[config.mk]
export PLATFORM = sky130hd
export DESIGN_NAME = weight_loader
export DESIGN_NICKNAME = d
export VERILOG_FILES = /design/src/rtl/weight_loader_pkg.sv /design/src/rtl/wl_checksum.sv /design/src/rtl/weight_loader.sv
export SDC_FILE = /design/constraint.sdc
export NUM_CORES = 1
export LEC_CHECK = 0
export CORE_MARGIN = 1.5
export CORE_UTILIZATION = 55
export DETAILED_ROUTE_END_ITERATION = 16
export DONT_BUFFER_PORTS = 1
export PLACE_DENSITY = 0.7
export SKIP_LAST_GASP = 1
export SLEW_MARGIN = 20
export SYNTH_ARGS = -nofsm -noshare
export SYNTH_HDL_FRONTEND = slang
export SYNTH_HIERARCHICAL = 1
export SYNTH_SLANG_ARGS = --single-unit
[constraint.sdc]
create_clock -name clk_i -period 4.3 [get_ports clk_i]
set_clock_uncertainty 0.15 [all_clocks]
set_input_delay 1.29 -clock clk_i [delete_from_list [all_inputs] [get_ports clk_i]]
set_output_delay 1.29 -clock clk_i [all_outputs]
set_load 0.01 [all_outputs]
[src/rtl/weight_loader_pkg.sv]
// Shared types and constants for the weight loader: frame geometry and FSM states.
package weight_loader_pkg;

   localparam int NUM_WEIGHTS = 4;
   localparam int W_WIDTH     = 8;
   localparam int CSUM_WIDTH  = 8;

   typedef enum logic [1:0] {
      ST_IDLE   = 2'd0,
      ST_LOAD   = 2'd1,
      ST_CHECK  = 2'd2,
      ST_COMMIT = 2'd3
   } state_e;

endpackage

[src/rtl/wl_checksum.sv]
// Running modulo-256 sum of the weight bytes of the frame being received.
module wl_checksum
   import weight_loader_pkg::*;
(
   input  logic                  clk_i,
   input  logic                  rst_i,
   input  logic                  clear_i,
   input  logic                  acc_i,
   input  logic [CSUM_WIDTH-1:0] byte_i,
   output logic [CSUM_WIDTH-1:0] sum_o
);

   logic [CSUM_WIDTH-1:0] sum_q;

   // The first weight byte arrives while idle, so clear and accumulate can coincide.
   always_ff @(posedge clk_i) begin
      if (rst_i) begin
         sum_q <= '0;
      end else if (clear_i) begin
         sum_q <= acc_i ? byte_i : '0;
      end else if (acc_i) begin
         sum_q <= sum_q + byte_i;
      end
   end

   assign sum_o = sum_q;

endmodule

[src/rtl/weight_loader.sv]
// Receives framed weight bytes, verifies the checksum and commits them atomically
// to the active weight registers that feed the hidden neuron.
module weight_loader #(
   parameter int NUM_WEIGHTS = weight_loader_pkg::NUM_WEIGHTS,
   parameter int W_WIDTH     = weight_loader_pkg::W_WIDTH
) (
   input  logic               clk_i,
   input  logic               rst_i,
   input  logic [7:0]         byte_i,
   input  logic               byte_valid_i,
   output logic               byte_ready_o,
   input  logic               abort_i,
   output logic [W_WIDTH-1:0] w0_o,
   output logic [W_WIDTH-1:0] w1_o,
   output logic [W_WIDTH-1:0] w2_o,
   output logic [W_WIDTH-1:0] w3_o,
   output logic               weights_valid_o,
   output logic               err_o,
   output logic [7:0]         commit_count_o
);

   import weight_loader_pkg::state_e;
   import weight_loader_pkg::ST_IDLE;
   import weight_loader_pkg::ST_LOAD;
   import weight_loader_pkg::ST_CHECK;
   import weight_loader_pkg::ST_COMMIT;
   import weight_loader_pkg::CSUM_WIDTH;

   localparam int                IDX_W    = $clog2(NUM_WEIGHTS);
   localparam logic [IDX_W-1:0]  LAST_IDX = IDX_W'(NUM_WEIGHTS - 1);

   state_e                state_q;
   logic [IDX_W-1:0]      idx_q;
   logic [W_WIDTH-1:0]    shadow_q [NUM_WEIGHTS];
   logic [W_WIDTH-1:0]    active_q [NUM_WEIGHTS];
   logic                  ready_q;
   logic                  valid_q;
   logic                  err_q;
   logic [7:0]            count_q;
   logic                  accept;
   logic                  acc_weight;
   logic [CSUM_WIDTH-1:0] sum;

   // A byte offered alongside abort is refused even though ready may read high.
   assign accept     = byte_valid_i && ready_q && !abort_i;
   assign acc_weight = accept && (state_q == ST_IDLE || state_q == ST_LOAD);

   wl_checksum u_checksum (
      .clk_i   (clk_i),
      .rst_i   (rst_i),
      .clear_i (state_q == ST_IDLE),
      .acc_i   (acc_weight),
      .byte_i  (byte_i),
      .sum_o   (sum)
   );

   // NOTE: every register here uses <= so all of them see pre-edge values of each other.
   always_ff @(posedge clk_i) begin
      if (rst_i) begin
         state_q <= ST_IDLE;
         idx_q   <= '0;
         ready_q <= 1'b1;
         valid_q <= 1'b0;
         err_q   <= 1'b0;
         count_q <= '0;
         // NOTE: the small shadow array is reset too, so no stale weights survive a reset.
         for (int i = 0; i < NUM_WEIGHTS; i++) begin
            shadow_q[i] <= '0;
            active_q[i] <= '0;
         end
      end else begin
         valid_q <= 1'b0;
         ready_q <= 1'b1;
         if (abort_i) begin
            state_q <= ST_IDLE;
            idx_q   <= '0;
         end else begin
            case (state_q)
               ST_IDLE: begin
                  if (accept) begin
                     shadow_q[0] <= W_WIDTH'(byte_i);
                     idx_q       <= IDX_W'(1);
                     state_q     <= ST_LOAD;
                  end
               end
               ST_LOAD: begin
                  if (accept) begin
                     shadow_q[idx_q] <= W_WIDTH'(byte_i);
                     if (idx_q == LAST_IDX) begin
                        idx_q   <= '0;
                        state_q <= ST_CHECK;
                     end else begin
                        idx_q <= idx_q + IDX_W'(1);
                     end
                  end
               end
               ST_CHECK: begin
                  if (accept) begin
                     if (byte_i == sum) begin
                        state_q <= ST_COMMIT;
                        ready_q <= 1'b0;
                     end else begin
                        state_q <= ST_IDLE;
                        err_q   <= 1'b1;
                     end
                  end
               end
               ST_COMMIT: begin
                  for (int i = 0; i < NUM_WEIGHTS; i++) begin
                     active_q[i] <= shadow_q[i];
                  end
                  count_q <= count_q + 8'd1;
                  err_q   <= 1'b0;
                  valid_q <= 1'b1;
                  state_q <= ST_IDLE;
               end
               default: state_q <= ST_IDLE;
            endcase
         end
      end
   end

   assign byte_ready_o    = ready_q;
   assign weights_valid_o = valid_q;
   assign err_o           = err_q;
   assign commit_count_o  = count_q;
   assign w0_o            = active_q[0];
   assign w1_o            = active_q[1];
   assign w2_o            = active_q[2];
   assign w3_o            = active_q[3];

endmodule

# == Word-level counts from Yosys, hierarchy flattened ==
# Memories as Yosys holds them, arrays and structs flattened.
# Cells that the tools add are included.
# W data, S select, Z words.
# op_classes
add_sub_neg,3
eq_ne,10
n_mux,39
bitwise,8
reduce_logical,16
# op_table
operator,n
$mux W8,9
$mux W1,19
$mux W2,8
$add A8 B1 Y8 const B,1
$add A8 B8 Y8,1
$eq A8 B8 Y1,1
$ne A2 B2 Y1 const B,4
$pmux W2 S4,1
$reduce_and A4 Y1,2
$reduce_or A8 Y1,1
$eq A2 B2 Y1 const B,3
$reduce_bool A2 Y1,3
$or A1 B1 Y1,5
$pmux W2 S2,1
$reduce_or A4 Y1,1
$logic_and A1 B1 Y1,3
$not A1 Y1,3
$reduce_and A3 Y1,1
$add A2 B1 Y2 const B,1
$eq A2 B1 Y1 const B,1
$logic_not A2 Y1,1
$ne A2 B1 Y1 const B,1
$pmux W1 S2,1
$reduce_and A2 Y1,1
other kinds (3),3
# totals
regBits,23
ramBits,64
in_bits,12
out_inout_bits,43
mem_count,2
# memory_table
name,depth,word_bits,rd,rd_ports_with_merged_regs,write_ports,line,source
active_q,4,8,4,0,4,weight_loader.sv:35,logic [W_WIDTH-1:0] active_q [NUM_WEIGHTS];
shadow_q,4,8,4,0,4,weight_loader.sv:34,logic [W_WIDTH-1:0] shadow_q [NUM_WEIGHTS];

# == Depth between registers and ports, before layout ==
# Gate-level depths: netlist (run 1).
# logic_depth
word_depth,9
mapped_depth,8
mapped_depth_nobuf,8

# == Modules after synthesis ==
# Netlist (run 1), hierarchy kept.
# by_module_without_submodules
module,instances,cells_each,area_each_um2,seq_area_each_um2
weight_loader,1,226,3196.8,2222.1
wl_checksum,1,89,757.0,160.2

# == Worst setup path before layout (run 1) ==
# Ideal clock, no wire load.
# synth_path
kind,input to register
startpoint,input port byte_i[0]
endpoint,register u_checksum.sum_q[6] (netlist: u_checksum/sum_o[6])
setup_time_ns,0.129
arrival_time_ns,2.607
setup_slack_ns,1.414
path_stages,8
path_buffers,0
cell_sequence,ha_1 > inv_1 > fa_1 > nor2b_4 > o31a_1 > o211a_1 > o31ai_1 > a31oi_1
# synth_via
elab_chain_len,3
# synth_lines
item,line,source
"start, declared",weight_loader.sv:9,"input logic [7:0] byte_i,"
$add A8 B8 Y8,wl_checksum.sv:22,sum_q <= sum_q + byte_i;
$mux W8,wl_checksum.sv:21,end else if (acc_i) begin
$mux W8,wl_checksum.sv:19,end else if (clear_i) begin
"end signal, assigned",wl_checksum.sv:20,sum_q <= acc_i ? byte_i : '0;
"end signal, assigned",wl_checksum.sv:22,
"end, declared",wl_checksum.sv:13,logic [CSUM_WIDTH-1:0] sum_q;
# Every way passes these cells. The select of a mux whose other input is x is not followed.
# A chain may end at the register's enable or synchronous reset.

==> metrics.txt, run 1 <==
status complete, no violations; commonest cells after routing, fill and taps aside 64 x edfxtp_1, 57 x and2_1, 23 x dfxtp_1; Slew Viols, Final 0; slowest CP cell and4b_1; Critical Path AT 2.79 ns; simple-gate share of the synthesized area 0.2000; number of synthesized flops with an enable pin 64; Worst setup SP type primary input; Post-synth top flop edfxtp_1; core area 6869 um^2; Setup crit end kind flop; worst slew margin relative to its limit 0.4208; maximum fanout along the worst path 19; area occupied by registers 2382 um^2; Worst-Margin Slew 0.8688 ns; Pleak 1.677 nW; period utilisation layout 0.6774; clock root buffer clkbuf_8; htree depth 3; overflow left after global routing 0; Setup-failing EPs final 0; row count 30; total of max-cap violations 0; CTS Sinks 87; die height 87.79 um; Fin. Hold Viols 0; count of cell types in the netlist 55; vias in the first global route 2,105; initial core utilization 0.5756; Multi-input gate area 1445 um^2; hold_buf cts 0; mean post-synth cell area 12.55 um^2; Hold Path Class reg2reg; sequential area share after synthesis 0.6025; Power Density 388.3 nW/um^2; critical-path cell list nor2_2, and4b_1, and4b_1, or2_1; final WL 6.534 mm; Pre-antenna DRT Iters 4; Max stage delay on crit path 0.53 ns; total number of yosys warnings 6; DR DRC count 0; commonest non-fill, non-tap cell in the layout edfxtp_1; post-synthesis mux area share 0.01899; Yosys reg bits 87; GPL Wtd Cong 0.8481; average wire per standard cell 15.74 um; Post-Layout Cell Count 415; total negative slack 0 ns; VDD IR-drop max 0.0001561 V; post-DP HPWL 4.502 mm; pre-CTS WS 1.010 ns; first-pass GRT wire length 10.41 mm; ant diodes 0; IO buf count 0; CTS tree built; nets@finish 336; fraction of layout cells with a size suffix above 1 0.09404; syn nets 337; Ports 55; synthesized area 3954 um^2; initial antenna violation count 0; vias post-DR 2,289; cell total after placement 399; largest family of logic cells by synthesized area simple AND/OR/NAND/NOR gates; 1st-iter DRT viols 95; Die Area 7706 um^2; largest net degree at the start of global routing 36; Clock Tree Buf Depth 2; Post-Synthesis Cells 315; async set or reset register ratio after synthesis 0; Achievable Freq 0.3433 GHz; total CTS buffers 9; Area Growth Syn to Fin 7.025%; Fillers 553; width of the die 87.79 um; xor and xnor fraction of the mapped netlist area 0.03323; adder-cell share of the synthesized area 0.03354; Post CTS Setup Buffer Count 0; Worst Slack Setup Final 1.387 ns; Detail Route Antenna Nets 0; Critical Path Most Common Cell and4b_1; critical path class in2reg; Crit path required time 4.18 ns; vias per cell 5.516; Tot GR Track Use 0.1846; RSZ-0062 raised after global routing false; Synth Area in Compound Gates 0.07975; # resized after CTS 0; Clock Latency Late Sink 0.36 ns; clk slew on worst S/H paths 0.09 ns; fin crit period 2.913 ns
logic make-up after synthesis:
family / Yosys count
flops: 87
buf+inv: 23
compound gates: 41
mux: 7
fa+ha+maj: 10
xor+xnor: 15
simple gates: 132
per-layer routing:
metal	vias up	track usage	share of wire
li1	1135	-	-
met1	1088	0.2223	0.45
met2	60	0.3116	0.50
met3	6	0.06221	0.047
met4	0	0.06061	0.012
met5	-	0	0
state kept, by name (all words and copies together) (netlist names), 2 cells and up:
name,count
active_q,32
commit_count_o,8
idx_q,2
shadow_q,32
state_q,2
u_checksum/sum_o,8
final timing paths:
kind | startpoint | endpoint | slack (ns) | depth (start not counted)
hold / removal | byte_ready_o | byte_ready_o | 0.34 | 1
setup reg to reg | state_q[1] | shadow_q[2][5] | 2.05 | 3
setup / recovery | abort_i | shadow_q[2][5] | 1.39 | 4
hold reg to reg | byte_ready_o | byte_ready_o | 0.34 | 1
stage by stage:
step	hold slack, ns	util	power (mW)	instance area (um^2)
2_1_floorplan	0.2930	-	1.016	3954
3_3_place_gp	0.3269	0.5829	1.027	4004
3_5_place_dp	0.3267	0.5829	1.029	4004
4_1_cts	0.3467	0.6160	1.657	4232
5_1_grt	0.3655	0.6160	1.702	4232
6_report	0.3420	0.6160	1.643	4232
area by class of cell:
type                            count  area share
Clock buffer                        9     0.02927
Clock inverter                      7     0.02454
Inverter                            7    0.006209
Multi-Input combinational cell    205      0.3415
Sequential cell                    87      0.5630
Tap cell                           96     0.02839
Timing Repair Buffer                4    0.007096
report_power, final:
| part | internal (mW) | switching (mW) | total (mW) |
|---|---|---|---|
| Clock | 0.334 | 0.300 | 0.634 |
| Sequential | 0.924 | 0.0161 | 0.940 |
| Combinational | 0.0279 | 0.0411 | 0.0690 |
synthesized netlist by cell type (all sizes together) (2+ instances only):
| library cell | count | area [um^2] |
|---|---|---|
| a211oi | 3 | 27.52 |
| a21boi | 2 | 15.01 |
| a21o | 2 | 15.01 |
| a21oi | 3 | 15.01 |
| a22oi | 3 | 22.52 |
| a31oi | 7 | 43.79 |
| and2 | 57 | 356.6 |
| and3 | 13 | 81.33 |
| and3b | 2 | 17.52 |
| and4b | 3 | 30.03 |
| buf | 12 | 83.82 |
| clkbuf | 4 | 16.26 |
| dfxtp | 23 | 460.4 |
| edfxtp | 64 | 1922 |
| ha | 9 | 112.6 |
| inv | 7 | 26.28 |
| mux2 | 4 | 45.04 |
| mux2i | 3 | 30.03 |
| nand2 | 10 | 37.54 |
| nand3 | 6 | 30.03 |
| nand3b | 2 | 15.01 |
| nand4 | 6 | 37.54 |
| nor2 | 19 | 76.32 |
| nor2b | 4 | 32.53 |
| nor3b | 3 | 22.52 |
| nor4 | 2 | 18.77 |
| o211a | 2 | 20.02 |
| o21a | 2 | 15.01 |
| o21ai | 7 | 35.03 |
| or2 | 2 | 12.51 |
| xor2 | 14 | 122.6 |
worst max-delay path: cells and delay by family:
kind,cells,cell delay [ns]
AND/OR/NAND/NOR,4,1.49
Power figures use the tool's default switching activity.
==> run 2, diff against run 1 <==
--- a/config.mk
+++ b/config.mk
@@ -9,7 +9,7 @@
 export CORE_UTILIZATION = 55
 export DETAILED_ROUTE_END_ITERATION = 16
 export DONT_BUFFER_PORTS = 1
-export PLACE_DENSITY = 0.7
+export PLACE_DENSITY = 0.73
 export SKIP_LAST_GASP = 1
 export SLEW_MARGIN = 20
 export SYNTH_ARGS = -nofsm -noshare
==> constraint.sdc (replaced) <==
create_clock -name clk_i -period 2.5 [get_ports clk_i]
set_clock_uncertainty 0.15 [all_clocks]
set_input_delay 0.75 -clock clk_i [delete_from_list [all_inputs] [get_ports clk_i]]
set_output_delay 0.75 -clock clk_i [all_outputs]
set_load 0.01 [all_outputs]
==> run 2 against run 1 <==
Critical path depth rose by 4. Cell count rose by 1.2%. Utilization rose by 0.73 points. Combinational power rose by 80%. Non-clock buffer count rose by 5. Count of clock-buffer cells in the layout did not move. First-iteration DRC count rose by 15%. Highest routed layer unchanged. Register-to-register slack got worse by 1.6 ns. Worst hold slack got worse by 0.042 ns. Clock power rose by 72%.
==> metrics.txt, run 2 (synthesis gave the netlist of run 1 again) <==
status complete, no violations; cell total after placement 404; Bufs and invs on worst path 1; commonest non-fill, non-tap cell in the layout edfxtp_1; Die Area 7706 um^2; Worst setup SP type primary input; GPL Wtd Cong 0.9058; IO buf count 0; Pre-antenna DRT Iters 4; first-pass GRT wire length 10.49 mm; hold path cells 1; maximum fanout along the worst path 7; slowest CP cell o31a_1; crit path to u_checksum/sum_o[6]; Slew Viols, Final 0; initial antenna violation count 0; 1st-iter DRT viols 109; total negative slack 0 ns; internal power 2.214 mW; Area Growth Syn to Fin 8.291%; largest net degree at the start of global routing 36; r2r setup slk 0.41 ns; Tot GR Track Use 0.1871; overflow left after global routing 0; delay-heaviest family, CP compound AO/OA/AOI/OAI gates; vias in the first global route 2,057; fin crit period 2.099 ns; Crit path required time 2.59 ns; final WL 6.721 mm; CTS Sinks 87; Worst-Margin Slew 0.5094 ns; nets@finish 341; DR DRC count 0; row count 30; Flop pwr share 0.571; Clock Tree Buf Depth 2; VDD IR-drop max 0.0002817 V; width of the die 87.79 um; Critical path origin byte_i[0]; Post CTS Setup Buffer Count 0; r2r startpoint u_checksum/sum_o[0]; Clock Latency Late Sink 0.35 ns; Final Util 0.6233; initial core utilization 0.5756; CTS tree built; Fin. Hold Viols 0; clk slew on worst S/H paths 0.09 ns; period utilisation layout 0.8395; Setup crit end kind flop; Setup-failing EPs final 0; area occupied by registers 2382 um^2; R2R depth 8; vias post-DR 2,322; Levels on crit path 8; hold_buf cts 0; commonest cells after routing, fill and taps aside 64 x edfxtp_1, 57 x and2_1, 23 x dfxtp_1; combinational share of power 0.044; fraction of layout cells with a size suffix above 1 0.1080; Ports 55; Critical Path AT 2.19 ns; htree depth 3; Detail Route Antenna Nets 0; Psw 0.6173 mW; largest registers active_q: 32 flops, shadow_q: 32 flops; worst flop-to-flop path endpoint u_checksum/sum_o[6]; average wire per standard cell 16.00 um; total of max-cap violations 0; Hold Path Class in2reg; Max stage delay on crit path 0.27 ns; Achievable Freq 0.4765 GHz; Post-Layout Cell Count 420; vias per cell 5.529; total CTS buffers 9; Clock Power Share 0.385; RSZ-0062 raised after global routing false; post-DP HPWL 4.667 mm; critical-path cell list ha_1, inv_1, fa_1, nor2b_4, o31a_1, o211a_1, o31ai_1, a31oi_1; worst slew margin relative to its limit 0.6592; Tot Pwr 2.831 mW; critical path class in2reg; Multi-input gate area 1445 um^2; Sw Ratio 0.2180; clock root buffer clkbuf_8; Power Density 661.3 nW/um^2; # resized after CTS 0; Pleak 1.708 nW; ant diodes 0; die height 87.79 um; core area 6869 um^2; Fillers 558
## run 2: changes by cell type in the layout (fill, tap and decap cells not counted), sizes merged
cell | previous run | this run
buf | 4 | 9
## run 2: stage by stage
stage	cell area [um^2]	setup WS [ns]	hold slack [ns]
4_1_cts	4282	0.4046	0.2819
6_report	4282	0.4011	0.2997
3_5_place_dp	4054	0.02439	0.3406
5_1_grt	4282	0.2930	0.2751
3_3_place_gp	4054	0.09447	0.3342
2_1_floorplan	3954	0.1536	0.2930
## run 2: layout make-up
class | count | area share
flip-flops and latches | 87 | 0.5564
inverters | 7 | 0.006137
multi-input cells | 205 | 0.3375
clock buffers | 9 | 0.02893
clock inverters | 7 | 0.02425
repair buffers | 9 | 0.01870
well taps | 96 | 0.02805
## run 2: worst reg2reg max path, cell delays in order, from the launching register on
cell     delay (ns)
dfxtp_1        0.39
ha_1           0.22
inv_1          0.07
fa_1           0.44
nor2b_4        0.14
o31a_1         0.17
nor4_1         0.06
o31ai_1        0.25
a31oi_1        0.11
## run 2: per-layer routing
metal / part of all wire / GRT usage
met1: 0.46 / 0.2449
met2: 0.47 / 0.2873
met3: 0.054 / 0.06786
met4: 0.018 / 0.06782
met5: 0 / 0
## run 2: how the worst min path moves through the flow
stage,start,slack [ns],endpoint
final,rst_i,0.30,u_checksum/sum_o[7]
after global placement,u_checksum/sum_o[4],0.33,u_checksum/sum_o[4]
after detailed placement,u_checksum/sum_o[4],0.34,u_checksum/sum_o[4]
after global routing,rst_i,0.28,u_checksum/sum_o[4]
after floorplan,byte_ready_o,0.29,byte_ready_o
after CTS,rst_i,0.28,u_checksum/sum_o[7]
## run 2: power groups by stage
stage	combinational (mW)	clock, mW	sequential [mW]
2_1_floorplan	0.103	0	1.64
3_3_place_gp	0.122	0	1.65
3_5_place_dp	0.123	0	1.65
4_1_cts	0.124	1.11	1.62
5_1_grt	0.138	1.17	1.62
6_report	0.124	1.09	1.62
==> run 3, diff against run 2 <==
--- a/config.mk
+++ b/config.mk
@@ -9,7 +9,7 @@
 export CORE_UTILIZATION = 55
 export DETAILED_ROUTE_END_ITERATION = 16
 export DONT_BUFFER_PORTS = 1
-export PLACE_DENSITY = 0.73
+export PLACE_DENSITY = 0.7
 export SKIP_LAST_GASP = 1
 export SLEW_MARGIN = 20
 export SYNTH_ARGS = -nofsm -noshare
==> constraint.sdc (replaced) <==
create_clock -name clk_i -period 2.2 [get_ports clk_i]
set_clock_uncertainty 0.15 [all_clocks]
set_input_delay 0.66 -clock clk_i [delete_from_list [all_inputs] [get_ports clk_i]]
set_output_delay 0.66 -clock clk_i [all_outputs]
set_load 0.01 [all_outputs]
==> run 3 against run 2 <==
Total power is 6.1% higher. Sequential power increased by 14%. Cell count grew 2.6%. Non-clock buffer count grew 11. Worst hold slack lost 0.089 ns. Combinational power increased by 27%. Count of clock-buffer cells in the layout did not move. Clock power is 7% lower. Critical path type is now reg2reg. Largest cell class unchanged.
==> metrics.txt, run 3 (synthesis gave the netlist of run 1 again) <==
initial antenna violation count 0; IO buf count 0; Worst setup SP type flop; die height 87.79 um; GPL Wtd Cong 0.8865; row count 30; r2r setup slk 0.15 ns; post-DP HPWL 4.569 mm; Flop pwr share 0.611; final WL 6.645 mm; # resized after CTS 0; ant diodes 0; largest registers active_q: 32 flops, shadow_q: 32 flops; Power Density 694.8 nW/um^2; Fillers 538; average wire per standard cell 15.42 um; vias post-DR 2,329; internal power 2.300 mW; fin crit period 2.052 ns; Setup-failing EPs final 0; clock root buffer clkbuf_8; Hold Path Class in2reg; nets@finish 352; Slew Viols, Final 0; fraction of layout cells with a size suffix above 1 0.1463; post-place instance area 4145 um^2; Ports 55; Area Growth Syn to Fin 9.399%; total negative slack 0 ns; CTS tree built; Psw 0.7050 mW; commonest non-fill, non-tap cell in the layout edfxtp_1; hold_buf cts 0; total of max-cap violations 0; Die Area 7706 um^2; initial core utilization 0.5756; 1st-iter DRT viols 120; total CTS buffers 9; VDD IR-drop max 0.0004372 V; commonest cells after routing, fill and taps aside 64 x edfxtp_1, 57 x and2_1, 23 x dfxtp_1; clk slew on worst S/H paths 0.09 ns; htree depth 3; Detail Route Antenna Nets 0; Pleak 1.745 nW; vias per cell 5.404; Clock Tree Buf Depth 2; R2R depth 6; Hold Path Sink u_checksum/sum_o[6]; worst flop-to-flop path endpoint u_checksum/sum_o[7]; Sw Ratio 0.2346; CTS Sinks 87; Post CTS Setup Buffer Count 0; Min-Delay Startpoint rst_i; width of the die 87.79 um; cell total after placement 415; Crit path required time 2.33 ns; combinational share of power 0.052; largest net degree at the start of global routing 36; Fin. Hold Viols 0; Post-Layout Cell Count 431; Achievable Freq 0.4874 GHz; Tot Pwr 3.005 mW; maximum fanout along the worst path 4; overflow left after global routing 0; core area 6869 um^2; Pre-antenna DRT Iters 4; worst slew margin relative to its limit 0.6202; Hold Slack 0.2102 ns; period utilisation layout 0.9327; Clock Power Share 0.337; DR DRC count 0; vias in the first global route 2,170; design area 4325 um^2; RSZ-0062 raised after global routing false; Clock Latency Late Sink 0.36 ns; status complete, no violations; Critical Path AT 2.18 ns; Worst-Margin Slew 0.5676 ns; r2r startpoint u_checksum/sum_o[1]; hold path cells 1; critical path class reg2reg; Tot GR Track Use 0.1898; Setup crit end kind flop; first-pass GRT wire length 10.76 mm
## run 3: worst max-delay path by stage
stage                        start                  end
3_5_place_dp             byte_i[1]  u_checksum/sum_o[7]
3_3_place_gp             byte_i[0]  u_checksum/sum_o[6]
5_1_grt        u_checksum/sum_o[1]  u_checksum/sum_o[7]
2_1_floorplan            byte_i[0]  u_checksum/sum_o[6]
6_report       u_checksum/sum_o[1]  u_checksum/sum_o[7]
4_1_cts        u_checksum/sum_o[1]  u_checksum/sum_o[7]
## run 3: per-stage QoR
stage          utilization  setup WS, ns
2_1_floorplan            -      -0.02398
3_3_place_gp        0.6035      -0.03333
3_5_place_dp        0.6035       -0.1033
4_1_cts             0.6297        0.1645
5_1_grt             0.6297       0.07663
6_report            0.6297        0.1481
## run 3: area by class of cell
class | instances | area (um^2) | area share
clock buffers | 9 | 123.9 | 0.02864
clock inverters | 7 | 56.30 | 0.01302
inverters | 7 | 30.03 | 0.006942
multi-input cells | 205 | 1450 | 0.3353
flip-flops and latches | 87 | 2382 | 0.5508
well taps | 96 | 120.1 | 0.02777
repair buffers | 20 | 162.7 | 0.03760
## run 3: power by group through the flow
stage	Sequential [mW]	Clock [mW]	Combinational, mW
after global placement	1.87	0	0.153
final	1.84	1.01	0.157
after floorplan	1.87	0	0.119
after detailed placement	1.87	0	0.156
after global routing	1.84	1.09	0.176
after CTS	1.84	1.04	0.157
## run 3: metal layers
metal	track usage	part of all wire	vias up
li1	-	-	1163
met1	0.2370	0.46	1089
met2	0.2991	0.47	70
met3	0.06032	0.050	7
met4	0.09235	0.015	0
met5	0	0	-
## run 3: critical path, stage by stage (launching register included)
cell	delay (ns)
dfxtp_1	0.42
ha_1	0.28
a211oi_2	0.26
nor2_2	0.10
a221oi_4	0.26
mux2_1	0.35
a31oi_1	0.16
